<file path="src/rtl/dispatch_ctrl.sv">
// dispatch_ctrl: in-order dispatch from decode to the xpip/dpip/lpip pipes.
// Small op FIFO, one issue per cycle, per-pipe credit counters and sticky err.
module dispatch_ctrl #(
    parameter int W_uops     = 6,
    parameter int W_pops     = 3,
    parameter int W_addr_prf = 5,
    parameter int W_data_arf = 32,
    parameter int DEPTH      = 4,
    parameter int CRED_X     = 4,
    parameter int CRED_D     = 2,
    parameter int CRED_L     = 4,
    parameter int W_cred     = 3
) (
    input  logic                  clock,
    input  logic                  reset,
    input  logic                  clear,
    input  logic                  in_valid,
    input  logic [W_pops-1:0]     in_pops,
    input  logic [W_uops-1:0]     in_uops,
    input  logic [W_addr_prf-1:0] in_rd,
    input  logic [W_data_arf-1:0] in_pc,
    output logic                  stall,
    output logic                  out_x_valid,
    output logic                  out_d_valid,
    output logic                  out_l_valid,
    output logic [W_uops-1:0]     out_uops,
    output logic [W_addr_prf-1:0] out_rd,
    output logic [W_data_arf-1:0] out_pc,
    input  logic                  x_ret,
    input  logic                  d_ret,
    input  logic                  l_ret,
    output logic                  err
);

    localparam int W_ptr = $clog2(DEPTH);
    localparam int W_cnt = W_ptr + 1;

    localparam logic [W_pops-1:0] P_X = W_pops'(0);
    localparam logic [W_pops-1:0] P_D = W_pops'(1);
    localparam logic [W_pops-1:0] P_L = W_pops'(2);

    localparam logic [W_cred-1:0] MAX_X = W_cred'(CRED_X);
    localparam logic [W_cred-1:0] MAX_D = W_cred'(CRED_D);
    localparam logic [W_cred-1:0] MAX_L = W_cred'(CRED_L);

    logic [W_pops-1:0]     r_q_pops [DEPTH];
    logic [W_uops-1:0]     r_q_uops [DEPTH];
    logic [W_addr_prf-1:0] r_q_rd   [DEPTH];
    logic [W_data_arf-1:0] r_q_pc   [DEPTH];

    logic [W_ptr-1:0]  r_rptr;
    logic [W_ptr-1:0]  r_wptr;
    logic [W_cnt-1:0]  r_count;
    logic [W_cred-1:0] r_cred_x;
    logic [W_cred-1:0] r_cred_d;
    logic [W_cred-1:0] r_cred_l;

    logic              w_stall;
    logic              w_enq;
    logic              w_deq;
    logic              w_head_ok;
    logic [W_pops-1:0] w_hpops;
    logic              w_iss_x;
    logic              w_iss_d;
    logic              w_iss_l;
    logic              w_iss;
    logic              w_illegal;
    logic              w_ovf_x;
    logic              w_ovf_d;
    logic              w_ovf_l;

    // Credit step: +1 on return, -1 on issue, hold on overflow or when both fire.
    function automatic logic [W_cred-1:0] cred_next(
        input logic [W_cred-1:0] c,
        input logic              ret,
        input logic              iss,
        input logic              ovf
    );
        logic [W_cred-1:0] n;
        n = c;
        if (ret && !iss && !ovf) begin
            n = c + W_cred'(1);
        end else if (iss && !ret) begin
            n = c - W_cred'(1);
        end
        return n;
    endfunction

    // stall looks only at the registered occupancy, never at a same-cycle dequeue.
    assign w_stall   = (r_count == W_cnt'(DEPTH));
    assign stall     = w_stall;
    assign w_enq     = in_valid && !w_stall && !clear;
    assign w_head_ok = (r_count != '0) && !clear;
    assign w_hpops   = r_q_pops[r_rptr];

    assign w_iss_x   = w_head_ok && (w_hpops == P_X) && (r_cred_x != '0);
    assign w_iss_d   = w_head_ok && (w_hpops == P_D) && (r_cred_d != '0);
    assign w_iss_l   = w_head_ok && (w_hpops == P_L) && (r_cred_l != '0);
    assign w_iss     = w_iss_x || w_iss_d || w_iss_l;
    assign w_illegal = w_head_ok && (w_hpops != P_X)
                       && (w_hpops != P_D) && (w_hpops != P_L);
    assign w_deq     = w_iss || w_illegal;

    // A return that would push a counter past its reset value is an overflow.
    assign w_ovf_x   = x_ret && !w_iss_x && (r_cred_x == MAX_X);
    assign w_ovf_d   = d_ret && !w_iss_d && (r_cred_d == MAX_D);
    assign w_ovf_l   = l_ret && !w_iss_l && (r_cred_l == MAX_L);

    // FIFO storage: payload only, validity is carried by the pointers.
    always_ff @(posedge clock) begin
        if (w_enq) begin
            r_q_pops[r_wptr] <= in_pops;
            r_q_uops[r_wptr] <= in_uops;
            r_q_rd[r_wptr]   <= in_rd;
            r_q_pc[r_wptr]   <= in_pc;
        end
    end

    // Pointers and occupancy; clear empties the queue outright.
    always_ff @(posedge clock or posedge reset) begin
        if (reset) begin
            r_rptr  <= '0;
            r_wptr  <= '0;
            r_count <= '0;
        end else if (clear) begin
            r_rptr  <= '0;
            r_wptr  <= '0;
            r_count <= '0;
        end else begin
            if (w_enq) begin
                r_wptr <= r_wptr + W_ptr'(1);
            end
            if (w_deq) begin
                r_rptr <= r_rptr + W_ptr'(1);
            end
            unique case ({w_enq, w_deq})
                2'b10:   r_count <= r_count + W_cnt'(1);
                2'b01:   r_count <= r_count - W_cnt'(1);
                default: r_count <= r_count;
            endcase
        end
    end

    // Per-pipe credits survive clear so in-flight returns still balance.
    always_ff @(posedge clock or posedge reset) begin
        if (reset) begin
            r_cred_x <= MAX_X;
            r_cred_d <= MAX_D;
            r_cred_l <= MAX_L;
        end else begin
            r_cred_x <= cred_next(r_cred_x, x_ret, w_iss_x, w_ovf_x);
            r_cred_d <= cred_next(r_cred_d, d_ret, w_iss_d, w_ovf_d);
            r_cred_l <= cred_next(r_cred_l, l_ret, w_iss_l, w_ovf_l);
        end
    end

    // Registered issue strobes and payload; payload holds between issues.
    always_ff @(posedge clock or posedge reset) begin
        if (reset) begin
            out_x_valid <= 1'b0;
            out_d_valid <= 1'b0;
            out_l_valid <= 1'b0;
            out_uops    <= '0;
            out_rd      <= '0;
            out_pc      <= '0;
        end else begin
            out_x_valid <= w_iss_x;
            out_d_valid <= w_iss_d;
            out_l_valid <= w_iss_l;
            if (w_iss) begin
                out_uops <= r_q_uops[r_rptr];
                out_rd   <= r_q_rd[r_rptr];
                out_pc   <= r_q_pc[r_rptr];
            end
        end
    end

    // Sticky error for discarded illegal ops and credit overflow.
    always_ff @(posedge clock or posedge reset) begin
        if (reset) begin
            err <= 1'b0;
        end else if (w_illegal || w_ovf_x || w_ovf_d || w_ovf_l) begin
            err <= 1'b1;
        end
    end

endmodule

</file>
<file path="config.mk">
export PLATFORM = sky130hd
export DESIGN_NAME = dispatch_ctrl
export DESIGN_NICKNAME = d
export VERILOG_FILES = /design/src/rtl/dispatch_ctrl.sv
export SDC_FILE = /design/constraint.sdc
export NUM_CORES = 1
export LEC_CHECK = 0
export BUFFER_PORTS_ARGS = -buffer_cell sky130_fd_sc_hd__clkbuf_2
export CAP_MARGIN = 20
export CORE_ASPECT_RATIO = 0.7
export CORE_UTILIZATION = 46
export CTS_BUF_LIST = sky130_fd_sc_hd__clkbuf_4
export CTS_CLUSTER_SIZE = 20
export DETAILED_ROUTE_END_ITERATION = 8
export PLACE_DENSITY = 0.75
export SLEW_MARGIN = 30
export SYNTH_ARGS = -nofsm -noshare
export SYNTH_HDL_FRONTEND = slang
export SYNTH_SLANG_ARGS = --single-unit
export TNS_END_PERCENT = 1
</file>
<file path="constraint.sdc">
create_clock -name clock -period 4.34 [get_ports clock]
set_input_delay 1.302 -clock clock [delete_from_list [all_inputs] [get_ports clock]]
set_output_delay 1.302 -clock clock [all_outputs]
set_load 0.01 [all_outputs]
</file>
* Word-level counts from Yosys, hierarchy flattened
Memory sizes are Yosys's and may differ from the RTL's. A register that Yosys moved wholly into a read port is not among the register bits.
Index checks and enable logic that the tools add are counted.
** Operators by class
- Multiplexer cells :: 14
- Shift operators :: 0
- Div/mod/pow operators :: 0
- Equal/unequal tests :: 10
- $lt $le $gt $ge :: 0
- Multipliers :: 0
- Bitwise operators :: 0
- Reduce and logical (&&, ||, !) cells :: 53
- $add $sub $neg :: 10
** Operators by type and width (count)
- $logic_and A1 B1 Y1 :: 24
- $mux W3 :: 7
- $reduce_bool A3 Y1 :: 6
- $add A3 B1 Y3 const B :: 4
- $sub A3 B1 Y3 const B :: 4
- $logic_not A1 Y1 :: 11
- $reduce_bool A2 Y1 :: 5
- $eq A3 B3 Y1 const B :: 3
- $mux W2 :: 4
- $eq A3 B2 Y1 const B :: 2
- $logic_or A1 B1 Y1 :: 6
- $pmux W3 S2 :: 1
- $add A2 B1 Y2 const B :: 2
- $eq A3 B1 Y1 const B :: 1
- $logic_not A3 Y1 :: 1
- $ne A3 B1 Y1 const B :: 1
- $ne A3 B2 Y1 const B :: 1
- $eq A2 B1 Y1 const B :: 1
- $eq A2 B2 Y1 const B :: 1
- $mux W1 :: 2
** Word-level totals
- Logic and storage cells :: 101
- Register bits :: 20
- Bits in read-only memories :: 0
- RAM bits :: 184
- Latch bits :: 0
- Memories kept :: 4
- Bits of input ports :: 53
** Memories
- r_q_pc :: words 4, width 32, rd ports 1, clocked after memory_dff 1, wr ports 1, RTL line 49 : logic [W_data_arf-1:0] r_q_pc [DEPTH];
- r_q_uops :: words 4, width 6, rd ports 1, clocked after memory_dff 1, wr ports 1, RTL line 47 : logic [W_uops-1:0] r_q_uops [DEPTH];
- r_q_rd :: words 4, width 5, rd ports 1, clocked after memory_dff 1, wr ports 1, RTL line 48 : logic [W_addr_prf-1:0] r_q_rd [DEPTH];
- r_q_pops :: words 4, width 3, rd ports 1, clocked after memory_dff 0, wr ports 1, RTL line 46 : logic [W_pops-1:0] r_q_pops [DEPTH];

* Depth between registers and ports, before layout
- Depth after elaboration :: 10
- Gate-level depth with buffers :: 10
- Mapped depth without buffers :: 9

* Worst setup path before layout
OpenSTA, ideal clock, no wires.
- Path kind :: input-to-reg
- Start :: input port clear
- End :: memory r_q_pc[0][0], enable pin
- Stages on the path :: 3
- Required time :: 3932 ps
- Path buffers :: 1
- Arrival time :: 2806 ps
- Slack :: 1126 ps
- Path through :: clkbuf_1 -> nor2_1 -> and2_1
** On the way
- Cells in the longest elaborated chain, start to end :: 4
** RTL lines
- start, declared :: RTL line 16 : input logic clear,
- $logic_not A1 Y1 :: RTL line 92 : assign w_enq = in_valid && !w_stall && !clear;
- $logic_and A1 B1 Y1 :: RTL line 92
- $mux W1 :: RTL line 111 : if (w_enq) begin
- $mux W1 (implied by the code) :: RTL line 115 : r_q_pc[r_wptr] <= in_pc;
- end, declared :: RTL line 49
No other way between the ends.

* Worst setup path in the final report
- Start :: register r_rptr[0]
- End :: register r_count[2]
** On the way
- Cells in the longest elaborated chain, start to end :: 10
- Elaborated cells on any way between the ends :: 24
** RTL lines
- start, declared :: RTL line 51 : logic [W_ptr-1:0] r_rptr;
- start signal, assigned :: RTL line 134 : r_rptr <= r_rptr + W_ptr'(1);
- $mem_v2 Z4 W3 (*)
- $eq A3 B1 Y1 / $logic_not A3 Y1 (equally long branches) :: RTL line 97, 96
- $logic_and A1 B1 Y1, on equally long branches (2 in series) :: RTL line 97, 96
- $logic_or A1 B1 Y1 (2 in series) :: RTL line 99 : assign w_iss = w_iss_x || w_iss_d || w_iss_l;
- $logic_or A1 B1 Y1 (*) :: RTL line 102 : assign w_deq = w_iss || w_illegal;
- $eq A2 B1 Y1 / $eq A2 B2 Y1 (equally long branches) :: RTL line 136 : unique case ({w_enq, w_deq})
- $pmux W3 S2 :: RTL line 136
- $mux W3 :: RTL line 125 : end else if (clear) begin
- end signal, assigned :: RTL line 137 : 2'b10: r_count <= r_count + W_cnt'(1);
- end signal, assigned :: RTL line 138 : 2'b01: r_count <= r_count - W_cnt'(1);
- end signal, assigned :: RTL line 139 : default: r_count <= r_count;
- end, declared :: RTL line 53 : logic [W_cnt-1:0] r_count;
Every way passes the cells marked *; elsewhere a longest branch is shown, timed or not.
A chain may end at the register's enable or synchronous reset.

==> summary.md <==
| Metric | Value |
|---|---|
| Result of the run | `completed` |
| Overall power of the completed layout | `between 6 and 7 mW` |
| Most frequent cells after synthesis | `sky130_fd_sc_hd__edfxtp_1 (184), sky130_fd_sc_hd__dfrtp_1 (60), sky130_fd_sc_hd__mux4_2 (45)` |
| DRC violations left | `0` |
| Clock tree from TritonCTS | `done` |
| Final critical path time including I/O delays and setup | `around 3.3 ns` |
| Top-area cell type share of the netlist area | `between 50 and 60%` |
| Fraction of registers with async set or reset after synthesis | `about a quarter` |
| Place WS | `about 0.96 ns` |
| Number of nets with antenna violations after detailed routing | `0` |
| Cell internal pwr | `around 4.7 mW` |
| Top-level I/O count | `101` |
| Distinct cell type count of the synthesized netlist | `52` |
| Worst-margin pin slew | `a little over 0.8 ns` |
| Net Sw Frac | `around 29%` |
| Fraction of power consumed by sequential logic | `between 40% and 50%` |
| Number of antenna violations at the first check in global routing | `3` |
| Headroom to the max-slew limit | `a little under half` |
| Number of vias in the routed layout | `4964` |
| Maximum number of pins on one net before global-route repair | `38` |
| Final-layout setup total negative slack | `0 ns` |
| Power share of the clock group | `between 20 and 30%` |
| Top flip-flop cell by instance count after synthesis | `sky130_fd_sc_hd__edfxtp_1` |
| Main area contributors after synthesis | `sky130_fd_sc_hd__edfxtp_1 (58%), sky130_fd_sc_hd__dfrtp_1 (16%), sky130_fd_sc_hd__mux4_2 (11%)` |
| Fraction of layout cells with a size suffix above 1 | `roughly half` |
| Root Buffer | `sky130_fd_sc_hd__clkbuf_4` |
| Gates resized, CTS repair | `0` |
| Logic gate share of total power | `a little under a quarter` |
| HP Class | `reg2reg` |
| Post-Syn Nets | `around 530` |
| Largest area contributor in the synthesized netlist | `sky130_fd_sc_hd__edfxtp_1` |
| Unrepaired setup endpoints after global routing | `false` |
| Fin crit share | `approximately 77%` |
| Final hold violations | `0` |
| Chip height | `~120 µm` |
| Effective utilization at floorplan | `47.60%` |
| Routability-driven placement congestion ratio | `roughly 0.79` |
| CTS Buffer Depth | `3` |
| Total routed wirelength | `between 15000 and 20000 µm` |
| Overall track demand over capacity in global routing | `a little under a fifth` |
| Startpoint Class | `register` |
| Max-cap viol count | `0` |
| End-of-flow core utilization | `a little under three fifths` |
| Routed WL per cell | `slightly below 20 µm` |
| Die area | `between 20000 and 25000 µm²` |
| Setup crit end kind | `register` |
| Global route total overflow | `0` |
| Clock H-tree levels | `2` |
| Latest clock arrival within the worst-skew pair | `around 0.67 ns` |
| Max frequency | `300.1 MHz` |
| Chip Width | `between 150 and 200 µm` |
| Number of failing setup endpoints in the final timing report | `0` |
| Vias in the first global route | `between 5k and 6k` |
| Post-synthesis register bit count | `about 250` |
| Count of synthesis-stage warnings from yosys | `0` |
| Number of instances in the synthesized netlist | `~470` |
| Critical Path RT | `just under 5 ns` |
| First-pass GRT wire length | `slightly below 30000 µm` |
| Number of enable-type register cells in the synthesized netlist | `around 180` |
| Post-synthesis instance area | `~9600 µm²` |
| Most frequent cell after synthesis | `sky130_fd_sc_hd__edfxtp_1` |
| Num rows | `43` |
| Slew Limit Fails | `0` |
| Max Fanout on Critical Path | `26` |
| TritonCTS buffer count | `between 50 and 60` |
| Number of optimization iterations in the first detailed-route pass | `4` |
| Core Box Area | `between 20000 and 25000 µm²` |
| Count of hold-fix buffers inserted at cts | `0` |
| Critical path class | `reg2reg` |
| Layout Area Growth over Synthesis | `17.43%` |
| Net count of the finished layout | `around 680` |
| Register area share after synthesis | `74.38%` |
| Post-CTS clock slew at the launch and capture registers of the worst setup and hold paths | `about 0.07 ns` |
| Maximum ir drop on the vdd rail | `approximately 0.0003 V` |
| Crit path DAT | `just under 4 ns` |
| Net Sw Power | `1.909 mW` |
| Power per cell area | `between 500 and 600 nW/µm²` |
| Initial drt markers | `256` |
| Via/cell ratio | `5.270` |
| CTS Sinks | `247` |
| Average instance area after synthesis | `approximately 20 µm²` |
| Number of buffer cells added on primary ports | `100` |
| Leakage | `4.142 nW` |
| Post-CTS Setup Bufs | `0` |
| Half-perimeter wire length after placement | `between 10000 and 15000 µm` |
| Final worst setup slack | `1.008 ns` |
| Clk_skew | `~0.035 ns` |
final timing paths:
| kind | from | to | slack, ns | depth (start not counted) |
|---|---|---|---|---|
| min in group asynchronous | reset | out_pc[27] | 0.70 | 2 |
| setup reg to reg | r_rptr[0] | r_count[2] | 1.01 | 8 |
| setup / recovery | r_rptr[0] | r_count[2] | 1.01 | 8 |
| hold / removal | err | err | 0.50 | 2 |
| max in group asynchronous | reset | out_pc[21] | 2.60 | 4 |
| hold reg to reg | err | err | 0.50 | 2 |
per-stage QoR:
stage / std cells / hold WS, ns / cell area (µm²)
after floorplan: 466 / 0.4713 / 9553
after global placement: 831 / 0.4810 / 10440
after detailed placement: 831 / 0.4877 / 10440
after CTS: 940 / 0.5017 / 11210
after global routing: 940 / 0.5180 / 11210
final: 942 / 0.4964 / 11220
per-layer routing:
layer  up-vias  track usage [%]  share of wire (%)
li1       2212                -                  -
met1      2568            24.85                 46
met2       158            28.09                 46
met3        24            5.731                7.4
met4         2            5.811                1.1
met5         -                0              0.087
kinds of logic (layout without fill, tap and decap cells):
| logic type | count (synthesis) | count (layout) | share of synthesized area [%] |
|---|---|---|---|
| xor gates and xnor gates | 8 | 8 | 0.7335 |
| AOI/OAI and AO/OA | 24 | 24 | 1.821 |
| adders and majority gates | 8 | 8 | 1.362 |
| and+or+nand+nor | 57 | 57 | 3.641 |
| buffers and inverters | 26 | 230 | 1.257 |
| muxes | 96 | 96 | 16.80 |
| DFF | 247 | 247 | 74.38 |
| other | 0 | 2 | 0 |
sequential cells by signal, indices dropped and copies added, names as in the netlist:
name and count:
r_q_uops 24, r_rptr 2, out_rd 5, out_x_valid 1, r_q_pc 128, r_cred_x 3
r_cred_d 3, err 1, out_uops 6, r_count 3, r_cred_l 3, out_l_valid 1
r_q_rd 20, out_d_valid 1, r_q_pops 12, r_wptr 2, out_pc 32
layout make-up:
class	count	area [µm²]
well taps	270	337.8
clock inverters	16	75.07
repair buffers	111	620.6
clock buffers	93	698.2
multi-input cells	193	2332
inverters	10	38.79
flip-flops and latches	247	7111
diodes	2	5.005
fillers	1551	8850
placed cells by master, fill, tap and decap left out, drive strengths merged, types with 2 or more instances in the layout:
cell and n:
clkinv 15, a21oi 8, and2 8, or3 2, buf 11, mux2i 4
o21ai 3, nand2 9, ha 4, a211oi 2, nand3 2, xor2 2
dfstp 3, or3b 4, inv 10, xnor2 6, clkbuf 193, dfrtp 60
nand2b 4, diode 2, nor3 4, edfxtp 184, mux2 46, nor2 15
fa 4, nor4 3, mux4 46
worst max-delay path, cell delays in order, from the launching register on:
cell and delay [ns]:
sky130_fd_sc_hd__dfrtp_4 0.76, sky130_fd_sc_hd__mux4_1 0.75, sky130_fd_sc_hd__nor4_4 0.38, sky130_fd_sc_hd__o21ai_1 0.23, sky130_fd_sc_hd__a31oi_1 0.29, sky130_fd_sc_hd__fa_1 0.29
sky130_fd_sc_hd__nor4b_1 0.31, sky130_fd_sc_hd__o2111ai_1 0.16, sky130_fd_sc_hd__nand2_1 0.10
power groups by stage:
stage	clock, mW	sequential [mW]	combinational, mW
final	1.87	3.26	1.50
after floorplan	0	3.26	0.994
after global routing	2.05	3.31	1.63
after global placement	0	3.28	1.46
after CTS	1.93	3.26	1.52
after detailed placement	0	3.31	1.51
(Power assumes the default switching activity.)
